===== src/rtl/rv_decode_pkg.sv =====
// Shared types and encodings for the RV32I decode stage.
// ctrl_t is the control bundle handed to execute; dec_t is one buffered entry minus its PC.
package rv_decode_pkg;

  localparam int unsigned CTRL_W = 22;

  localparam logic [6:0] OPC_LOAD   = 7'b0000011;
  localparam logic [6:0] OPC_FENCE  = 7'b0001111;
  localparam logic [6:0] OPC_OPIMM  = 7'b0010011;
  localparam logic [6:0] OPC_AUIPC  = 7'b0010111;
  localparam logic [6:0] OPC_STORE  = 7'b0100011;
  localparam logic [6:0] OPC_OP     = 7'b0110011;
  localparam logic [6:0] OPC_LUI    = 7'b0110111;
  localparam logic [6:0] OPC_BRANCH = 7'b1100011;
  localparam logic [6:0] OPC_JALR   = 7'b1100111;
  localparam logic [6:0] OPC_JAL    = 7'b1101111;
  localparam logic [6:0] OPC_SYSTEM = 7'b1110011;

  localparam logic [2:0] ALU_OP_ADD = 3'b000;
  localparam logic [2:0] ALU_OP_SLT = 3'b010;
  localparam logic [2:0] ALU_OP_LUI = 3'b100;

  localparam logic [2:0] DM_B  = 3'b000;
  localparam logic [2:0] DM_H  = 3'b001;
  localparam logic [2:0] DM_W  = 3'b010;
  localparam logic [2:0] DM_BU = 3'b011;
  localparam logic [2:0] DM_HU = 3'b100;

  localparam logic [2:0] IMM_I = 3'b000;
  localparam logic [2:0] IMM_S = 3'b001;
  localparam logic [2:0] IMM_B = 3'b010;
  localparam logic [2:0] IMM_U = 3'b011;
  localparam logic [2:0] IMM_J = 3'b100;

  localparam logic [4:0] BR_NONE = 5'b00000;
  localparam logic [4:0] BR_JUMP = 5'b11111;

  localparam logic [1:0] RF_SEL_MEM = 2'b00;
  localparam logic [1:0] RF_SEL_ALU = 2'b01;
  localparam logic [1:0] RF_SEL_PC4 = 2'b11;

  localparam logic [1:0] SYS_NONE   = 2'b00;
  localparam logic [1:0] SYS_ECALL  = 2'b01;
  localparam logic [1:0] SYS_EBREAK = 2'b10;

  typedef struct packed {
    logic [2:0] alu_op;
    logic       alu_sub;
    logic       alu_src_imm;
    logic       op1_pc;
    logic [1:0] rf_sel;
    logic       we;
    logic       store;
    logic [2:0] dm_type;
    logic [2:0] imm_type;
    logic [4:0] br_op;
    logic       md;
  } ctrl_t;

  localparam ctrl_t NOP_CTRL = '0;

  typedef struct packed {
    logic [4:0] rs1;
    logic [4:0] rs2;
    logic [4:0] rd;
    ctrl_t      ctrl;
    logic       illegal;
    logic [1:0] sys;
  } dec_t;

endpackage


===== src/rtl/rv_decode_comb.sv =====
// Pure combinational RV32I(+M) decoder: raw instruction -> control bundle, illegal flag, ecall/ebreak.
module rv_decode_comb
  import rv_decode_pkg::*;
#(
  parameter int unsigned ENABLE_M = 0
) (
  input  logic [31:0] instr,
  output ctrl_t       ctrl_c,
  output logic        illegal_c,
  output logic [1:0]  sys_c
);

  logic [6:0] opcode;
  logic [6:0] funct7;
  logic [2:0] funct3;
  ctrl_t      dec;
  logic       bad;
  logic [1:0] sys;

  assign opcode = instr[6:0];
  assign funct3 = instr[14:12];
  assign funct7 = instr[31:25];

  always_comb begin
    dec = NOP_CTRL;
    bad = 1'b0;
    sys = SYS_NONE;
    case (opcode)
      OPC_OP: begin
        dec.alu_op = funct3;
        dec.rf_sel = RF_SEL_ALU;
        dec.we     = 1'b1;
        if (funct7 == 7'b0000000) begin
          if (funct3 == 3'b011) begin
            dec.alu_op  = ALU_OP_SLT;
            dec.alu_sub = 1'b1;
          end
        end else if (funct7 == 7'b0100000 && (funct3 == 3'b000 || funct3 == 3'b101)) begin
          dec.alu_sub = 1'b1;
        end else if (funct7 == 7'b0000001 && ENABLE_M != 0) begin
          dec.md = 1'b1;
        end else begin
          bad = 1'b1;
        end
      end
      OPC_OPIMM: begin
        dec.alu_op      = funct3;
        dec.alu_src_imm = 1'b1;
        dec.rf_sel      = RF_SEL_ALU;
        dec.we          = 1'b1;
        case (funct3)
          3'b001: bad = (funct7 != 7'b0000000);
          3'b101: begin
            if (funct7 == 7'b0100000) dec.alu_sub = 1'b1;
            else if (funct7 != 7'b0000000) bad = 1'b1;
          end
          3'b011: begin
            dec.alu_op  = ALU_OP_SLT;
            dec.alu_sub = 1'b1;
          end
          default: ;
        endcase
      end
      OPC_LOAD: begin
        dec.alu_src_imm = 1'b1;
        dec.rf_sel      = RF_SEL_MEM;
        dec.we          = 1'b1;
        dec.imm_type    = IMM_I;
        case (funct3)
          3'b000:  dec.dm_type = DM_B;
          3'b001:  dec.dm_type = DM_H;
          3'b010:  dec.dm_type = DM_W;
          3'b100:  dec.dm_type = DM_BU;
          3'b101:  dec.dm_type = DM_HU;
          default: bad = 1'b1;
        endcase
      end
      OPC_STORE: begin
        dec.alu_src_imm = 1'b1;
        dec.store       = 1'b1;
        dec.dm_type     = funct3;
        dec.imm_type    = IMM_S;
        bad             = (funct3 > 3'b010);
      end
      OPC_BRANCH: begin
        dec.br_op       = {2'b01, funct3};
        dec.op1_pc      = 1'b1;
        dec.alu_src_imm = 1'b1;
        dec.imm_type    = IMM_B;
        bad             = (funct3 == 3'b010 || funct3 == 3'b011);
      end
      OPC_LUI: begin
        dec.alu_op      = ALU_OP_LUI;
        dec.alu_src_imm = 1'b1;
        dec.imm_type    = IMM_U;
        dec.rf_sel      = RF_SEL_ALU;
        dec.we          = 1'b1;
      end
      OPC_AUIPC: begin
        dec.alu_op      = ALU_OP_ADD;
        dec.op1_pc      = 1'b1;
        dec.alu_src_imm = 1'b1;
        dec.imm_type    = IMM_U;
        dec.rf_sel      = RF_SEL_ALU;
        dec.we          = 1'b1;
      end
      OPC_JALR: begin
        dec.alu_src_imm = 1'b1;
        dec.imm_type    = IMM_I;
        dec.br_op       = BR_JUMP;
        dec.rf_sel      = RF_SEL_PC4;
        dec.we          = 1'b1;
        bad             = (funct3 != 3'b000);
      end
      OPC_JAL: begin
        dec.alu_src_imm = 1'b1;
        dec.op1_pc      = 1'b1;
        dec.imm_type    = IMM_J;
        dec.br_op       = BR_JUMP;
        dec.rf_sel      = RF_SEL_PC4;
        dec.we          = 1'b1;
      end
      OPC_SYSTEM: begin
        if (instr == 32'h0000_0073) sys = SYS_ECALL;
        else if (instr == 32'h0010_0073) sys = SYS_EBREAK;
        else bad = 1'b1;
      end
      OPC_FENCE: ;
      default: bad = 1'b1;
    endcase
    // Illegal encodings become a bubble; writes to x0 are suppressed.
    if (bad) begin
      dec = NOP_CTRL;
      sys = SYS_NONE;
    end
    if (instr[11:7] == 5'd0) dec.we = 1'b0;
  end

  assign ctrl_c    = dec;
  assign illegal_c = bad;
  assign sys_c     = sys;

endmodule


===== src/rtl/rv_decode_stage.sv =====
// Registered decode stage: decodes on input and holds results in a 2-entry skid buffer
// (or a single pipeline register when SKID=0), presenting the oldest entry to execute.
module rv_decode_stage
  import rv_decode_pkg::*;
#(
  parameter int unsigned XLEN     = 32,
  parameter int unsigned ENABLE_M = 0,
  parameter int unsigned SKID     = 1
) (
  input  logic            clk,
  input  logic            rst_n,
  input  logic            flush,
  input  logic            in_valid,
  output logic            in_ready,
  input  logic [31:0]     in_instr,
  input  logic [XLEN-1:0] in_pc,
  output logic            out_valid,
  input  logic            out_ready,
  output logic [XLEN-1:0] out_pc,
  output logic [4:0]      out_rs1,
  output logic [4:0]      out_rs2,
  output logic [4:0]      out_rd,
  output ctrl_t           out_ctrl,
  output logic            out_illegal,
  output logic [1:0]      out_sys
);

  typedef enum logic [1:0] {EMPTY, ONE, TWO} state_t;

  state_t          state, state_nxt;
  logic            rdy_q, rdy_nxt;
  logic            push, pop;
  ctrl_t           dec_ctrl;
  logic            dec_illegal;
  logic [1:0]      dec_sys;
  dec_t            in_dec, slot0, slot1;
  logic [XLEN-1:0] pc0, pc1;

  rv_decode_comb #(.ENABLE_M(ENABLE_M)) u_comb (
    .instr     (in_instr),
    .ctrl_c    (dec_ctrl),
    .illegal_c (dec_illegal),
    .sys_c     (dec_sys)
  );

  always_comb begin
    in_dec         = '0;
    in_dec.rs1     = in_instr[19:15];
    in_dec.rs2     = in_instr[24:20];
    in_dec.rd      = dec_ctrl.we ? in_instr[11:7] : 5'd0;
    in_dec.ctrl    = dec_ctrl;
    in_dec.illegal = dec_illegal;
    in_dec.sys     = dec_sys;
  end

  assign in_ready  = (SKID != 0) ? rdy_q : (rdy_q & ((state == EMPTY) | out_ready));
  assign out_valid = (state != EMPTY);
  assign push      = in_valid & in_ready & ~flush;
  assign pop       = out_valid & out_ready & ~flush;

  always_ff @(posedge clk or negedge rst_n) begin
    if (!rst_n) begin
      state <= EMPTY;
      rdy_q <= 1'b0;
    end else begin
      state <= state_nxt;
      rdy_q <= rdy_nxt;
    end
  end

  // Occupancy FSM; flush wins over any concurrent push or pop.
  always_comb begin
    state_nxt = state;
    rdy_nxt   = 1'b1;
    if (flush) begin
      state_nxt = EMPTY;
    end else begin
      case (state)
        EMPTY:   if (push) state_nxt = ONE;
        ONE: begin
          if (push && !pop) state_nxt = TWO;
          else if (pop && !push) state_nxt = EMPTY;
        end
        TWO:     if (pop) state_nxt = ONE;
        default: state_nxt = EMPTY;
      endcase
    end
    rdy_nxt = (SKID == 0) || (state_nxt != TWO);
  end

  // slot0 is always the oldest entry; slot1 only fills while slot0 is stalled.
  always_ff @(posedge clk or negedge rst_n) begin
    if (!rst_n) begin
      slot0 <= '0;
      slot1 <= '0;
      pc0   <= '0;
      pc1   <= '0;
    end else if (!flush) begin
      if (pop && state == TWO) begin
        slot0 <= slot1;
        pc0   <= pc1;
      end else if (push && (state == EMPTY || pop)) begin
        slot0 <= in_dec;
        pc0   <= in_pc;
      end else if (push) begin
        slot1 <= in_dec;
        pc1   <= in_pc;
      end
    end
  end

  assign out_pc      = pc0;
  assign out_rs1     = slot0.rs1;
  assign out_rs2     = slot0.rs2;
  assign out_rd      = slot0.rd;
  assign out_ctrl    = slot0.ctrl;
  assign out_illegal = slot0.illegal;
  assign out_sys     = slot0.sys;

endmodule

===== config.mk =====
export PLATFORM = sky130hd
export DESIGN_NAME = rv_decode_stage
export DESIGN_NICKNAME = d
export VERILOG_FILES = /design/src/rtl/rv_decode_pkg.sv /design/src/rtl/rv_decode_comb.sv /design/src/rtl/rv_decode_stage.sv
export SDC_FILE = /design/constraint.sdc
export NUM_CORES = 1
export LEC_CHECK = 0
export ABC_AREA = 1
export ABC_CLOCK_PERIOD_IN_PS = 1700
export BUFFER_PORTS_ARGS = -buffer_cell sky130_fd_sc_hd__clkbuf_2
export CORE_ASPECT_RATIO = 1.1
export CORE_MARGIN = 2
export CORE_UTILIZATION = 29
export CTS_BUF_LIST = sky130_fd_sc_hd__clkbuf_8
export DETAILED_ROUTE_END_ITERATION = 16
export PLACE_DENSITY = 0.61
export SYNTH_ARGS = -nofsm -noshare
export SYNTH_HDL_FRONTEND = slang
export SYNTH_SLANG_ARGS = --single-unit

===== constraint.sdc =====
create_clock -name clk -period 1.7 [get_ports clk]
set_input_delay 0.34 -clock clk [delete_from_list [all_inputs] [get_ports clk]]
set_output_delay 0.34 -clock clk [all_outputs]
set_load 0.05 [all_outputs]

==> impl_metrics.env <==
export IMPL_status="finished, violations left"
export IMPL_violations="setup timing"
export IMPL_crit_buf_inv=2
export IMPL_drt_total_wl_um=19800
export IMPL_antennaDiodeCount=0
export IMPL_yosys_warnings=0
export IMPL_finClkSkew_ns=0.0104
export IMPL_synthAdderAreaFrac_pct=0
export IMPL_synth_xor_area_share_pct=0
export IMPL_setup_violations=3
export IMPL_die_w_um=149
export IMPL_syn_area_per_cell_um2=7.80
export IMPL_start_kind="register"
export IMPL_fmax_mhz=582
export IMPL_crit_path_top_delay_cell="dfrtp_1"
export IMPL_numCtsBuffers=17
export IMPL_cts_tree="yes"
export IMPL_hp_class="in -> reg"
export IMPL_initial_core_util_pct=29.4
export IMPL_synth_compound_area_share_pct=11.3
export IMPL_drt_iter0_drc=366
export IMPL_final_hold_viol_count=0
export IMPL_route_detailed_wl_per_inst_um=14.4
export IMPL_grt_antenna_before_repair=0
export IMPL_holdWs_ns=0.113
export IMPL_netlist_area_mm2=0.00670
export IMPL_cp_required_ns=1.36
export IMPL_ys_seq_area_share_pct=54.2
export IMPL_hpwl_um=13300
export IMPL_setup_tns_ns=-0.0365
export IMPL_cpPeakStageDelay_ns=0.38
export IMPL_die_height_um=163
export IMPL_drive_gt1_share_pct=27.4
export IMPL_area_growth_syn_to_layout_pct=36.2
export IMPL_nets=1132
export IMPL_p_total_mw=9.69
export IMPL_dpl_worst_slack_ns=-0.283
export IMPL_period_share_pct=101
export IMPL_clock_sinks=145
export IMPL_syn_inst=859
export IMPL_mostFrequentLayoutCells="nand2_1 (332), dfrtp_1 (145), clkbuf_2 (139), nor2_1 (100), buf_4 (61)"
export IMPL_h_tree_depth=4
export IMPL_synth_simple_gate_area_share_pct=28.8
export IMPL_ant_nets=0
export IMPL_grt_pass1_vias=5999
export IMPL_end_kind="output port"
export IMPL_peakVddDrop_v=0.000424
export IMPL_synth_seq_cells=145
export IMPL_cp_cell_sequence="or2_4, buf_6, clkbuf_16"
export IMPL_syn_nets=928
export IMPL_clkTransAtPathRegs_ns=0.09
export IMPL_yosysTopAreaCellShare_pct=54.2
export IMPL_clock_latency_ns=0.44
export IMPL_drc_errors=0
export IMPL_period_minus_slack_ns=1.72
export IMPL_drt_vias_per_instance=4.59
export IMPL_place_congestion=0.852
export IMPL_grt_overflow=0
export IMPL_vias=6318
export IMPL_cts_max_path_buffers=2
export IMPL_numPortBuffers=141
export IMPL_cellPowerDensity_mw_per_mm2=1060
export IMPL_ys_types=29
export IMPL_yosys_top_cells_area="dfrtp_1 (54%), nand2_1 (19%), nor2_1 (5.7%)"
export IMPL_grt_use_total_pct=15.7
export IMPL_critPathArrivalTime_ns=1.38
export IMPL_p_leak_nw=4.72
export IMPL_die_area_mm2=0.0243
export IMPL_final_util_pct=40.0
export IMPL_crit_family="flip-flops"
export IMPL_ios=143
export IMPL_maxCapViolCount=0
export IMPL_critPathKind="reg -> out"
export IMPL_core_area_mm2=0.0228
export IMPL_row_count=58
export IMPL_final_common_cell="nand2_1"
export IMPL_rsz0062_at_grt="yes"
export IMPL_grt_pass1_wl_um=30300
export IMPL_firstDrtPassIters=4
export IMPL_synth_top_cell_by_area="dfrtp_1"
export IMPL_grt_max_degree=55
export IMPL_post_route_worst_setup_slack_ns=-0.0194
export IMPL_slew_viol_final=0
export IMPL_synth_top_family_by_area="simple AND/OR/NAND/NOR gates"
export IMPL_muxShareOfSynthArea_pct=0
export IMPL_worst_path_max_fanout=3
export IMPL_cts_root_buf="clkbuf_8"
-- synth_stat cells (all sizes together) --
master  number
or2          1
conb         1
a21oi       35
nand2      336
buf         19
inv         49
nor3         6
o21ai       50
nand3       27
o211ai       1
o21a         2
o22ai        2
dfrtp      145
o31ai        2
a211oi       1
nor2       104
clkbuf      26
a31oi       42
nand4        9
o32ai        1
-- cell families after synthesis --
group / Yosys count
AO/OA/AOI/OAI: 136
buffers and inverters: 94
flip-flops: 145
AND/OR/NAND/NOR: 483
other: 1
-- stage by stage --
stage                     area (um^2)  cells
final                            9120   1376
after global routing             9120   1376
after CTS                        8920   1368
after detailed placement         8430   1335
after global placement           8430   1335
after floorplan                  6800    859
-- area by class of cell --
cell class,instances,area [um^2]
fill,2352,13700
timing repair buffer,230,1710
multi-input combinational,620,2770
tap,300,375
clock inverter,14,201
sequential,145,3630
inverter,49,194
clock buffer,18,248
-- final timing paths --
kind	from	cells after the start	endpoint	slack, ns
worst max register to register	state[1]	8	slot1[7]	-0.02
worst min-delay path	in_pc[14]	3	pc1[14]	0.11
max in group asynchronous	rst_n	3	out_ctrl[6]	0.73
worst max-delay path	state[1]	3	out_valid	-0.02
worst min register to register	pc1[1]	2	pc1[1]	0.47
min in group asynchronous	rst_n	2	out_pc[27]	0.38
-- state kept, by name, indices dropped and copies added, names as in the netlist --
signal and count:
out_ctrl 21, out_rs2 5, in_ready 1, out_pc 32, slot1 39, out_illegal 1, out_sys 2, out_rd 5
out_rs1 5, pc1 32, state 2
-- power by group --
group / switching, mW / leakage [nW] / internal (mW)
Sequential: 0.307 / 1.81 / 4.01
Clock: 1.43 / 0.221 / 1.66
Combinational: 1.59 / 2.68 / 0.677
-- routing by layer --
| layer | global-route usage, % | part of all wire (%) |
|---|---|---|
| met1 | 20.8 | 46 |
| met2 | 26.3 | 48 |
| met3 | 3.21 | 4.6 |
| met4 | 3.81 | 1.4 |
| met5 | 0 | 0 |
-- repair_timing --
item,4_1_cts,5_1_grt
hold buffers,1,0
setup endpoints to repair,9,101
pin swaps,1,1
gates resized for setup,7,21
buffers inserted,0,2
cloned,0,6
endpoints found under the hold margin,34,0
-- tightest hold or removal path, cell delays in order --
cell,delay (ns)
clkbuf_2,0.09
nand2_1,0.05
nand2_1,0.05
Power figures use the tool's default switching activity.
